[src/rtl/mul_pkg.sv]
`default_nettype none
// ============================================================================
// Package     : mul_pkg
// Description : Shared types and constants for the multiplier scheduler.
//               Holds the scheduler state encoding, the core width, the
//               fixed iteration wait and the width of the wait counter.
// Revision    : 1.0 - initial release
// ============================================================================
package mul_pkg;

    // Width of the shared shift-and-add multiplier core.
    localparam int MUL_WIDTH = 32;

    // The core retires one multiplier bit per clock, so the worst case is
    // one iteration per bit of B regardless of its value.
    localparam int MUL_WAIT  = MUL_WIDTH;

    // Counter must be able to hold the value MUL_WAIT itself.
    localparam int CNT_W     = $clog2(MUL_WIDTH + 1);

    // Scheduler states, explicitly encoded.
    typedef enum logic [1:0] {
        IDLE = 2'd0,
        LOAD = 2'd1,
        RUN  = 2'd2,
        RESP = 2'd3
    } state_t;

endpackage
`default_nettype wire

[src/rtl/rr_arbiter.sv]
`default_nettype none
// ============================================================================
// Module      : rr_arbiter
// Description : Combinational round-robin pick. Searches upward from the
//               requester after i_last_grant, wrapping to 0, and returns the
//               first valid requester as a one-hot vector plus its index.
// Revision    : 1.0 - initial release
// ============================================================================
module rr_arbiter #(
    parameter int NREQ  = 2,
    parameter int IDX_W = (NREQ > 1) ? $clog2(NREQ) : 1
) (
    input  logic [NREQ-1:0]  i_req_valid,
    input  logic [IDX_W-1:0] i_last_grant,
    output logic [NREQ-1:0]  o_grant,
    output logic [IDX_W-1:0] o_grant_idx,
    output logic             o_grant_any
);

    logic             w_found;
    logic [IDX_W-1:0] w_idx;

    // Two ordered passes: first the requesters above the last grant, then the
    // wrap-around ones up to and including the last grant. The first hit wins,
    // which gives strict rotation.
    always_comb begin
        w_found = 1'b0;
        w_idx   = '0;
        for (int j = 0; j < NREQ; j++) begin
            if (!w_found && (j > int'(i_last_grant)) && i_req_valid[j]) begin
                w_found = 1'b1;
                w_idx   = IDX_W'(j);
            end
        end
        for (int j = 0; j < NREQ; j++) begin
            if (!w_found && (j <= int'(i_last_grant)) && i_req_valid[j]) begin
                w_found = 1'b1;
                w_idx   = IDX_W'(j);
            end
        end
    end

    // One-hot form of the winner, all zero when nobody asks.
    always_comb begin
        o_grant_any = w_found;
        o_grant_idx = w_idx;
        o_grant     = w_found ? (NREQ'(1) << w_idx) : '0;
    end

endmodule
`default_nettype wire

[src/rtl/mul_sched.sv]
`default_nettype none
// ============================================================================
// Module      : mul_sched
// Description : Round-robin scheduler sharing one 32x32 shift-and-add
//               multiplier core between NREQ requesters. Accepts one operand
//               pair at a time, pulses the core load strobe, waits out the
//               core's worst-case iteration count and returns the 64-bit
//               product on a per-requester valid/ready response channel.
// Revision    : 1.0 - initial release
// ============================================================================
module mul_sched
    import mul_pkg::*;
#(
    parameter int NREQ  = 2,
    parameter int WIDTH = MUL_WIDTH    // must match the core width
) (
    input  logic                    clk,
    input  logic                    rst,
    input  logic [NREQ-1:0]         req_valid,
    output logic [NREQ-1:0]         req_ready,
    input  logic [NREQ*WIDTH-1:0]   req_a,
    input  logic [NREQ*WIDTH-1:0]   req_b,
    output logic [NREQ-1:0]         rsp_valid,
    input  logic [NREQ-1:0]         rsp_ready,
    output logic [2*WIDTH-1:0]      rsp_data,
    output logic                    mul_on,
    output logic [WIDTH-1:0]        mul_a,
    output logic [WIDTH-1:0]        mul_b,
    input  logic [2*WIDTH-1:0]      mul_out
);

    localparam int               c_IDX_W = $clog2(NREQ);
    localparam logic [CNT_W-1:0] c_WAIT  = CNT_W'(WIDTH);

    state_t               r_state;
    state_t               w_state_nxt;
    logic [CNT_W-1:0]     r_cnt;
    logic [c_IDX_W-1:0]   r_last_grant;
    logic [c_IDX_W-1:0]   r_grant;
    logic [WIDTH-1:0]     r_mul_a;
    logic [WIDTH-1:0]     r_mul_b;
    logic [2*WIDTH-1:0]   r_rsp_data;

    logic [NREQ-1:0]      w_arb_oh;
    logic [c_IDX_W-1:0]   w_arb_idx;
    logic                 w_arb_any;
    logic [NREQ-1:0]      w_grant_oh;
    logic                 w_rsp_hit;
    logic [WIDTH-1:0]     w_sel_a;
    logic [WIDTH-1:0]     w_sel_b;

    rr_arbiter #(
        .NREQ         (NREQ),
        .IDX_W        (c_IDX_W)
    ) u_arb (
        .i_req_valid  (req_valid),
        .i_last_grant (r_last_grant),
        .o_grant      (w_arb_oh),
        .o_grant_idx  (w_arb_idx),
        .o_grant_any  (w_arb_any)
    );

    // Operand mux: pick the winning requester's slice of the packed buses.
    always_comb begin
        w_sel_a = '0;
        w_sel_b = '0;
        for (int i = 0; i < NREQ; i++) begin
            if (w_arb_idx == c_IDX_W'(i)) begin
                w_sel_a = req_a[i*WIDTH +: WIDTH];
                w_sel_b = req_b[i*WIDTH +: WIDTH];
            end
        end
    end

    // Registered grant as one-hot, and whether its owner accepts the response.
    always_comb begin
        w_grant_oh = NREQ'(1) << r_grant;
        w_rsp_hit  = |(rsp_ready & w_grant_oh);
    end

    // State register.
    always_ff @(posedge clk) begin
        if (rst) begin
            r_state <= IDLE;
        end else begin
            r_state <= w_state_nxt;
        end
    end

    // Next-state and handshake outputs; nothing is offered outside IDLE and
    // only the granted requester sees its response strobe.
    always_comb begin
        w_state_nxt = r_state;
        req_ready   = '0;
        rsp_valid   = '0;
        mul_on      = 1'b0;
        case (r_state)
            IDLE: begin
                if (w_arb_any) begin
                    req_ready   = w_arb_oh;
                    w_state_nxt = LOAD;
                end
            end
            LOAD: begin
                mul_on      = 1'b1;
                w_state_nxt = RUN;
            end
            RUN: begin
                if (r_cnt == '0) begin
                    w_state_nxt = RESP;
                end
            end
            RESP: begin
                rsp_valid = w_grant_oh;
                if (w_rsp_hit) begin
                    w_state_nxt = IDLE;
                end
            end
            default: begin
                w_state_nxt = IDLE;
            end
        endcase
    end

    // Datapath: operand capture on accept, wait counter, product capture and
    // rotation pointer update when the response is taken.
    always_ff @(posedge clk) begin
        if (rst) begin
            r_cnt        <= '0;
            r_last_grant <= c_IDX_W'(NREQ - 1);
            r_grant      <= '0;
            r_mul_a      <= '0;
            r_mul_b      <= '0;
            r_rsp_data   <= '0;
        end else begin
            case (r_state)
                IDLE: begin
                    if (w_arb_any) begin
                        r_mul_a <= w_sel_a;
                        r_mul_b <= w_sel_b;
                        r_grant <= w_arb_idx;
                    end
                end
                LOAD: begin
                    r_cnt <= c_WAIT;
                end
                RUN: begin
                    if (r_cnt == '0) begin
                        r_rsp_data <= mul_out;
                    end else begin
                        r_cnt <= r_cnt - CNT_W'(1);
                    end
                end
                RESP: begin
                    if (w_rsp_hit) begin
                        r_last_grant <= r_grant;
                    end
                end
                default: begin
                    r_cnt <= '0;
                end
            endcase
        end
    end

    // Operands stay on the core inputs from LOAD until the next accept.
    assign mul_a    = r_mul_a;
    assign mul_b    = r_mul_b;
    assign rsp_data = r_rsp_data;

endmodule
`default_nettype wire

[config.mk]
export PLATFORM = sky130hd
export DESIGN_NAME = mul_sched
export DESIGN_NICKNAME = d
export VERILOG_FILES = /design/src/rtl/mul_pkg.sv /design/src/rtl/rr_arbiter.sv /design/src/rtl/mul_sched.sv
export SDC_FILE = /design/constraint.sdc
export NUM_CORES = 1
export LEC_CHECK = 0
export ABC_CLOCK_PERIOD_IN_PS = 3300
export BUFFER_PORTS_ARGS = -buffer_cell sky130_fd_sc_hd__buf_4
export CAP_MARGIN = 25
export CORE_AREA = 2 2 127 129
export DETAILED_ROUTE_END_ITERATION = 7
export DIE_AREA = 0 0 129 131
export PLACE_DENSITY = 0.69
export SLEW_MARGIN = 40
export SYNTH_ARGS = -nofsm -noshare
export SYNTH_HDL_FRONTEND = slang
export SYNTH_SLANG_ARGS = --single-unit
[constraint.sdc]
create_clock -name clk -period 3.3 [get_ports clk]
set_clock_uncertainty 0.2 [all_clocks]
set_input_delay 0.33 -clock clk [delete_from_list [all_inputs] [get_ports clk]]
set_output_delay 0.33 -clock clk [all_outputs]
set_load 0.01 [all_outputs]
==> metrics.md, run 1 <==
| Metric | Value |
|---|---|
| Hpwl dp | `12790 um` |
| Synth-to-Final Area Change | `66.36%` |
| Hold_sp | `req_a[52]` |
| Syn Inst Count | `651` |
| Hold endpoint | `mul_a[20]` |
| Slew @ Worst Pin | `0.7553 ns` |
| Status | `complete, no violations` |
| Total congestion overflow | `0` |
| Die area | `between 15000 and 20000 um2` |
| Post-Place Worst Slack | `0.8972 ns` |
| Final worst-path cycle share | `0.8043` |
| PwrDens | `690.7 nW/um2` |
| Hold_ws | `0.06759 ns` |
| Post-Route Setup TNS | `0 ns` |
| Synth area leaders | `dfxtp_1 (49%), a32o_1 (11%), nand2_1 (8.7%), a22oi_1 (8.4%), a21oi_1 (5.9%)` |
| Clk pin slew, worst setup/hold paths | `0.06 ns` |
| Worst-Skew Late Latency | `between 0.4 and 0.5 ns` |
| Setup ws final | `0.6457 ns` |
| Post-Route WL | `19970 um` |
| Crit path launch type | `flip-flop` |
| Share of the synthesized area in the top cell type | `0.4852` |
| # setup viols final | `0` |
| Reg2reg end | `mul_b[5]` |
| Reg2reg start | `r_last_grant` |
| Final slew viol count | `0` |
| Avg Inst Size Synth | `slightly below 9 um2` |
| Crit path DAT | `2.12 ns` |
| Die width | `between 100 and 150 um` |
| Relative slew slack | `0.4965` |
| Post-synthesis sequential area ratio | `0.4852` |
| Chip height | `around 130 um` |
| GR Util All Layers | `0.2236` |
| Global-route wire length before repair | `29930 um` |
| Seq cells post-synth | `around 140` |
| Worst-path fanout max | `between 60 and 70` |
| CP required | `~2.8 ns` |
| YS warnings | `0` |
| CTS tree | `built` |
| R2R setup slack | `1.08 ns` |
| Post-synthesis cell type count | `35` |
| HP Class | `input port to flip-flop` |
| R2R depth | `5` |
| Register area | `2763 um2` |
| Final std cells w/o fill | `1237` |
| Syn Std Cell Area | `5694 um2` |
| Vias/cell | `just over 5` |
| Port bufs | `330` |
| N_diodes | `0` |
| RSZ-0062 raised after global routing | `no` |
| Placer Congestion | `0.8277` |
| DR DRC count | `0` |
| Max Cap Viol | `0` |
| Fmax | `0.3768 GHz` |
| Detail Route Antenna Nets | `0` |
| Initial antenna violation count | `0` |
| Syn Nets | `856` |
| Largest net degree at the start of global routing | `just under 70` |
| DR iter-0 viols | `approximately 400` |
| Worst VDD drop | `0.3706 mV` |
| Io pins | `between 300 and 400` |
| Final Hold Viols | `0` |
| Drt pass-1 iters | `5` |
| Leak | `4.117 nW` |
| Clock buffer depth | `2` |
| Fraction of layout cells with a size suffix above 1 | `0.3722` |
| # clock sinks | `between 100 and 150` |
| Final Total Pwr | `approximately 0.0065 W` |
| Fill count | `1364` |
| H-Tree Level Count | `4` |
| # rows | `46` |
| Post-Place Cells | `1142` |
| Hold Path Cell Cnt | `4` |
| Crit Path Class | `flip-flop to output port` |
| Net count, final | `1215` |
| WL/cell | `16.14 um` |
| Initial Utilization | `0.3651` |
| Total number of vias | `around 6300` |
| Multi-input logic area | `~2600 um2` |
| CTS buffer count | `17` |
| Core area | `15600 um2` |
| Crit path time final | `2.654 ns` |
| Synth area leader | `dfxtp_1` |
| CTS root buffer | `clkbuf_16` |
| CTS resizes | `0` |
| Vias in the first global route | `5847` |
| Worst setup EP type | `output port` |
[critical path, cell delays in order, from the launching register on]
cell and delay [ns]:
dfxtp_1 0.33, inv_1 0.12, ha_2 0.23, buf_4 0.59, and3_1 0.29, buf_4 0.14
[logic make-up (layout without fill, tap and decap cells)]
group	count (synthesis)	after routing	share of synthesized area
AND/OR/NAND/NOR	218	218	0.1532
buffers and inverters	72	442	0.05911
flip-flops	138	138	0.4852
XOR/XNOR	2	2	0.003077
multiplexers	3	3	0.005713
adder cells (fa/ha/maj)	7	7	0.01538
AO/OA/AOI/OAI	211	211	0.2784
[worst max path at each step]
| stage | start | slack [ns] | end |
|---|---|---|---|
| after floorplan | r_state[0] | 1.40 | req_ready[1] |
| after global placement | req_valid[0] | 0.92 | mul_b[25] |
| after detailed placement | req_valid[0] | 0.90 | mul_b[23] |
| after CTS | r_state[0] | 0.63 | req_ready[0] |
| after global routing | r_state[0] | 0.51 | req_ready[0] |
| final | r_state[0] | 0.65 | req_ready[0] |
[Yosys cell counts]
cell / number
a2111oi_4: 1
a21boi_1: 1
a21oi_1: 67
a22o_1: 1
a22oi_1: 64
a311oi_1: 1
a31oi_1: 2
a32o_1: 64
and2_1: 2
and3_1: 1
and4_4: 1
buf_1: 9
buf_2: 17
buf_6: 6
clkbuf_1: 32
dfxtp_1: 138
ha_1: 7
inv_1: 8
mux2_2: 2
mux2i_1: 1
nand2_1: 132
nand2b_1: 2
nand4_2: 1
nor2_1: 70
nor2_2: 1
nor2_4: 1
nor2b_1: 2
nor3_1: 2
o211ai_1: 2
o21ai_0: 6
o311a_1: 1
o41ai_1: 1
or2_2: 1
or3_1: 2
xnor2_1: 2
[stage by stage]
stage                       util  cell area (um2)
after floorplan                -             5694
after global placement    0.5277             8230
after detailed placement  0.5277             8230
after CTS                 0.6073             9473
after global routing      0.6073             9473
final                     0.6073             9473
[flip-flops by register name, indices dropped and copies added (netlist names)]
name / cells
mul_b: 32
mul_a: 32
r_grant: 1
rsp_data: 64
r_cnt: 6
r_state: 2
r_last_grant: 1
[per-layer routing]
layer  part of all wire  track usage
met1               0.40       0.2709
met2               0.50       0.3757
met3              0.065      0.05863
met4              0.028      0.09910
met5                  0            0
[where the power goes]
| group | internal (W) | switching (W) |
|---|---|---|
| registers | 0.00203 | 0.000214 |
| clock network | 0.00120 | 0.000701 |
| logic | 0.00110 | 0.00130 |
| total | 0.00433 | 0.00221 |
[layout make-up]
type                       instances  share of cell area
clock buffer                      19             0.04676
clock inverter                    11             0.01572
inverter                           8            0.003170
multi-input combinational        441              0.2768
sequential                       138              0.2916
tap                              216             0.02853
timing repair buffer             404              0.3373
[repair_timing]
action | in CTS | in global routing
hold buffers | 65 | 0
endpoints found under the setup margin | 0 | 0
buffers inserted | 0 | 0
hold endpoints to repair | 65 | 0
[cell usage in the layout (no fill, tap or decap), drive strengths merged, types with 2 or more instances in the layout]
master       count
mux2             2
a32o            64
a31oi            2
xnor2            2
nand2          132
inv              8
nor2            72
o211ai           2
clkinvlp         3
or3              2
buf            339
nor3             2
bufinv           3
dlygate4sd3     65
a22oi           64
clkbuf          19
a21oi           67
and2             2
nor2b            2
nand2b           2
o21ai            6
dfxtp          138
ha               7
clkinv           5
Power figures use the tool's default switching activity.
==> inputs of run 2 (changes only) <==
Settings changed: ABC_AREA from default to 1, ABC_CLOCK_PERIOD_IN_PS 3300 to 2500, CORE_AREA 2 2 127 129 to 2 2 129 131, DIE_AREA 0 0 129 131 to 0 0 131 133.
Clock period 3.3 ns to 2.5 ns, I/O delays scaled along.
==> run 2 against run 1 <==
Die area is 3.1% higher. Sequential power up 42%. First-iteration DRC count grew 0.77%. Largest power group unchanged. Sequential share of layout area down 3.6 points. Critical endpoint is now mul_b[19]. Register-to-register slack worse by 0.85 ns. Combinational power rose by 59%. Flip-flop and latch count did not move. Core utilization up 6.2 points. Global-route usage is 1.9 points higher. Critical path depth grew 3.
==> metrics.md, run 2 <==
| Metric | Value |
|---|---|
| Vias/cell | `4.625` |
| Placer Congestion | `0.8481` |
| Fraction of layout cells with a size suffix above 1 | `0.2781` |
| Total number of vias | `7270` |
| Port bufs | `330` |
| H-Tree Level Count | `4` |
| DR iter-0 viols | `between 300 and 400` |
| Final Total Pwr | `approximately 0.0096 W` |
| Top cell by count, worst path | `nand2_1` |
| Most frequent cells in the layout | `nand2_1 (339), buf_4 (334), dlygate4sd3_1 (179), nor2_1 (141), dfxtp_1 (138)` |
| Synth area leader | `dfxtp_1` |
| Chip height | `about 130 um` |
| Avg Inst Size Synth | `6.920 um2` |
| Post-Route WL | `21860 um` |
| Drt pass-1 iters | `5` |
| Die area | `17420 um2` |
| Worst-Skew Late Latency | `0.41 ns` |
| YS warnings | `0` |
| Final slew viol count | `0` |
| R2R setup slack | `~0.23 ns` |
| Synth-to-Final Area Change | `82.05%` |
| Main flop type after synthesis | `dfxtp_1` |
| Design area | `10820 um2` |
| Post-Route Setup TNS | `0 ns` |
| Total congestion overflow | `0` |
| Syn Std Cell Area | `5944 um2` |
| Crit path from | `r_last_grant` |
| PwrDens | `between 800 and 900 nW/um2` |
| Seq cells post-synth | `138` |
| RSZ-0062 raised after global routing | `no` |
| Crit-path cells | `nand2_1 > nand2_4 > buf_6 > nand2_1 > nand2_1 > dlygate4sd3_1 > nand2_1 > a21oi_1` |
| Core area | `~16000 um2` |
| CP bufs+invs | `2` |
| Share of the synthesized area in the top cell type | `0.4647` |
| CP required | `between 2 and 3 ns` |
| # rows | `47` |
| Hold_sp | `req_a[0]` |
| GR Util All Layers | `0.2423` |
| Syn Inst Count | `859` |
| Final Hold Viols | `0` |
| DP Area | `8423 um2` |
| Fill count | `1324` |
| Leak | `5.198 nW` |
| HP Class | `input port to flip-flop` |
| Largest net degree at the start of global routing | `70` |
| Register area | `~2800 um2` |
| Max reg flops | `64` |
| Multi-input logic area | `2725 um2` |
| Crit Path Class | `flip-flop to flip-flop` |
| Crit-path slowest cell | `dlygate4sd3_1` |
| Ys async rst share | `0` |
| Die width | `approximately 130 um` |
| DR DRC count | `0` |
| Io pins | `approximately 330` |
| Crit path time final | `2.273 ns` |
| Most common cell after layout, fill and taps aside | `nand2_1` |
| Crit path DAT | `between 2 and 2.5 ns` |
| Max Cap Viol | `0` |
| Hold_ws | `0.02322 ns` |
| Clock buffer depth | `2` |
| Initial Utilization | `0.3676` |
| N_diodes | `0` |
| Initial antenna violation count | `0` |
| Reg2reg start | `r_last_grant` |
| Detail Route Antenna Nets | `0` |
| Post-synthesis sequential area ratio | `0.4647` |
| Largest delay contributor family on the critical path | `buffers and inverters` |
| Worst VDD drop | `approximately 0.64 mV` |
| # clock sinks | `138` |
| WL/cell | `13.91 um` |
| Post-Place Cells | `between 1000 and 1500` |
| Global-route wire length before repair | `33330 um` |
| Clk pin slew, worst setup/hold paths | `0.06 ns` |
| CTS tree | `built` |
| Final std cells w/o fill | `1572` |
| Hpwl dp | `between 10000 and 15000 um` |
| Syn Nets | `1064` |
| Worst path max stage delay | `0.56 ns` |
| CTS buffer count | `17` |
| Status | `complete, no violations` |
| EDFF count, synth | `0` |
| Crit path launch type | `flip-flop` |
| Setup Fix Bufs, Post-CTS | `0` |
| Post-synthesis cell type count | `25` |
| Vias in the first global route | `about 7100` |
| Worst-path fanout max | `47` |
| # setup viols final | `0` |
| Net count, final | `~1500` |
| Slew @ Worst Pin | `0.5980 ns` |
| Final worst-path cycle share | `0.9093` |
| Synth area leaders | `dfxtp_1 (46%), nand2_1 (21%), nor2_1 (8.9%), a21oi_1 (5.8%), o21ai_1 (3.4%)` |
| Relative slew slack | `0.6014` |
| Commonest cells post-synth | `nand2_1 (339), nor2_1 (141), dfxtp_1 (138)` |
| Worst setup EP type | `flip-flop` |
| Fmax | `0.4399 GHz` |
| CTS root buffer | `clkbuf_16` |
| Most common cell in the synthesized netlist | `nand2_1` |
run 2: cell count changes in the layout (fill, tap and decap cells not counted), sizes merged, moves of 63 or more:
cell	delta
o21ai	+63
nor2	+71
nand2	+208
dlygate4sd3	+114
a22oi	-64
a32o	-64
run 2: final timing paths:
check         endpoint  depth (start not counted)
max          mul_b[19]                          8
min           mul_a[0]                          5
max reg2reg  mul_b[19]                          8
min reg2reg   r_cnt[0]                          1
run 2: stage by stage:
step	setup WS, ns	util
2_1_floorplan	0.9084	-
3_3_place_gp	0.5316	0.5207
4_1_cts	0.1444	0.6689
6_report	0.2266	0.6692
3_5_place_dp	0.4943	0.5209
5_1_grt	0.09171	0.6692
run 2: layout make-up:
class | count | share of cell area
repair buffers | 517 | 0.4039
flip-flops and latches | 138 | 0.2553
multi-input cells | 644 | 0.2518
clock buffers | 21 | 0.04255
well taps | 220 | 0.02544
clock inverters | 10 | 0.01318
inverters | 22 | 0.007862
run 2: what timing repair did:
action / CTS / global route
endpoints found under the setup margin: 0 / 12
resized for setup: 0 / 1
hold buffers: 179 / 0
endpoints found under the hold margin: 123 / 0
run 2: kinds of logic after synthesis:
| logic type | share of synthesized area |
|---|---|
| flops | 0.4647 |
| simple gates | 0.3235 |
| compound gates | 0.1202 |
| buf+inv | 0.07682 |
| fa+ha+maj | 0.01473 |
run 2: tightest hold or removal path, stage by stage:
cell	delay (ns)
buf_4	0.11
nand2_1	0.05
nand2_1	0.05
nand2_1	0.06
a21oi_1	0.07
run 2: report_power, final:
part           total, W  leakage [nW]  switching (W)  internal, W
clock network   0.00256         0.293       0.000935      0.00162
logic           0.00381          3.78        0.00201      0.00180
registers       0.00319          1.13       0.000365      0.00283
total           0.00956          5.20        0.00331      0.00625
run 2: routing by layer:
| layer | share of wire | vias up | track usage |
|---|---|---|---|
| met5 | 0 | - | 0 |
| met4 | 0.039 | 0 | 0.1117 |
| met3 | 0.061 | 66 | 0.07319 |
| met2 | 0.52 | 234 | 0.4404 |
| met1 | 0.38 | 3323 | 0.2508 |
| li1 | - | 3647 | - |
==> inputs of run 3 (changes only) <==
Settings changed: CELL_PAD_IN_SITES_DETAIL_PLACEMENT from default to 1, CELL_PAD_IN_SITES_GLOBAL_PLACEMENT from default to 2, CORE_AREA 2 2 129 131 to default, CORE_ASPECT_RATIO from default to 1.5, CORE_UTILIZATION from default to 22, DIE_AREA 0 0 131 133 to default, PLACE_DENSITY 0.69 to 0.8.
==> run 3 against run 2 <==
Combinational power grew 4%. Non-clock buffer count up 5. Setup slack worse by 0.080 ns. Worst hold slack lost 0.0099 ns. Highest routed layer unchanged.
==> metrics.md, run 3 (synthesis results as in run 2) <==
| Metric | Value |
|---|---|
| Clock buffer depth | `2` |
| Synth-to-Final Area Change | `85.22%` |
| Crit path DAT | `2.47 ns` |
| # rows | `between 70 and 80` |
| GR Util All Layers | `0.1776` |
| DP Area | `between 8000 and 9000 um2` |
| Final worst-path cycle share | `0.9414` |
| CTS root buffer | `clkbuf_16` |
| H-Tree Level Count | `4` |
| Crit Path Class | `flip-flop to flip-flop` |
| Hpwl dp | `16300 um` |
| Vias in the first global route | `7712` |
| Detail Route Antenna Nets | `0` |
| Die area | `~28000 um2` |
| WL/cell | `14.96 um` |
| Global-route wire length before repair | `around 38000 um` |
| Leak | `5.217 nW` |
| Initial Utilization | `0.2244` |
| Net count, final | `1550` |
| Final Hold Viols | `0` |
| Io pins | `331` |
| Port bufs | `330` |
| Crit path launch type | `flip-flop` |
| Initial antenna violation count | `0` |
| Most common cell after layout, fill and taps aside | `nand2_1` |
| Post-Route WL | `25310 um` |
| Max reg flops | `64` |
| CP required | `approximately 2.6 ns` |
| Status | `complete, no violations` |
| Crit path time final | `2.353 ns` |
| HP Class | `input port to flip-flop` |
| # clock sinks | `~140` |
| Clk pin slew, worst setup/hold paths | `about 0.06 ns` |
| Final slew viol count | `0` |
| Fraction of layout cells with a size suffix above 1 | `0.2797` |
| Chip height | `a little over 200 um` |
| Most frequent cells in the layout | `nand2_1 (339), buf_4 (333), dlygate4sd3_1 (179), nor2_1 (141), dfxtp_1 (138)` |
| Fill count | `3236` |
| CTS tree | `built` |
| PwrDens | `approximately 860 nW/um2` |
| Design area | `11010 um2` |
| Post-Route Setup TNS | `0 ns` |
| Core area | `between 20000 and 30000 um2` |
| Worst VDD drop | `0.4694 mV` |
| # setup viols final | `0` |
| RSZ-0062 raised after global routing | `no` |
| Placer Congestion | `0.7363` |
| Max Cap Viol | `0` |
| Worst-Skew Late Latency | `0.41 ns` |
| DR iter-0 viols | `~160` |
| CTS buffer count | `17` |
| Fmax | `0.4249 GHz` |
| N_diodes | `0` |
| Largest net degree at the start of global routing | `68` |
| Die width | `136.2 um` |
| Relative slew slack | `0.7050` |
| Total congestion overflow | `0` |
| DR DRC count | `0` |
| Drt pass-1 iters | `4` |
| Vias/cell | `4.352` |
| Slew @ Worst Pin | `0.4418 ns` |
| Total number of vias | `approximately 7400` |
| Worst-path fanout max | `48` |
| Worst setup EP type | `flip-flop` |
## run 3: worst paths after layout
path           startpoint         to  slack, ns  cells past startpoint
max reg2reg  r_last_grant  mul_b[30]       0.15                      8
min reg2reg     mul_b[10]  mul_b[10]       0.26                      2
min             req_a[16]  mul_a[16]       0.01                      5
max          r_last_grant  mul_b[30]       0.15                      8
## run 3: power breakdown
group          internal, W  switching, W  total (W)
Sequential         0.00283      0.000362    0.00319
Clock              0.00137      0.000948    0.00231
Combinational      0.00188       0.00209    0.00397
Total              0.00607       0.00340    0.00948
## run 3: repair_timing
action | 4_1_cts | 5_1_grt
hold endpoints to repair | 125 | 0
buffers inserted | 0 | 0
gates resized for setup | 0 | 5
endpoints found under the setup margin | 0 | 31
hold buffers | 179 | 0
## run 3: layout make-up
class	count	area [um2]	area share
Clock buffer	20	446.7	0.04057
Clock inverter	9	77.57	0.007045
Inverter	22	85.08	0.007727
Multi-Input combinational cell	644	2725	0.2475
Sequential cell	138	2763	0.2509
Tap cell	337	421.7	0.03830
Timing Repair Buffer	522	4492	0.4080
## run 3: per-layer routing
| layer | GRT usage | share of wire | vias to the layer above |
|---|---|---|---|
| met4 | 0.07579 | 0.033 | 0 |
| met5 | 0 | 0 | - |
| met2 | 0.3455 | 0.53 | 229 |
| met3 | 0.04897 | 0.061 | 48 |
| li1 | - | - | 3648 |
| met1 | 0.1689 | 0.37 | 3439 |
## run 3: per-stage QoR
stage	utilization	instances	hold WS, ns	worst slack, ns	total power [W]
2_1_floorplan	-	859	0.1957	0.9084	0.005258
3_3_place_gp	0.3269	1483	0.2408	0.5140	0.006879
3_5_place_dp	0.3269	1483	0.2543	0.4817	0.006949
4_1_cts	0.4144	1691	0.001436	0.01766	0.009612
5_1_grt	0.4157	1692	0.02118	0.01659	0.01017
6_report	0.4157	1692	0.01327	0.1466	0.009477
## run 3: critical path, cell delays in order (launching register included)
cell and delay [ns]:
dfxtp_1 0.36, nand2_1 0.10, nand2_4 0.25, buf_8 0.33, nand2_1 0.10, nand2_1 0.08
dlygate4sd3_1 0.55, nand2_1 0.05, a21oi_1 0.22
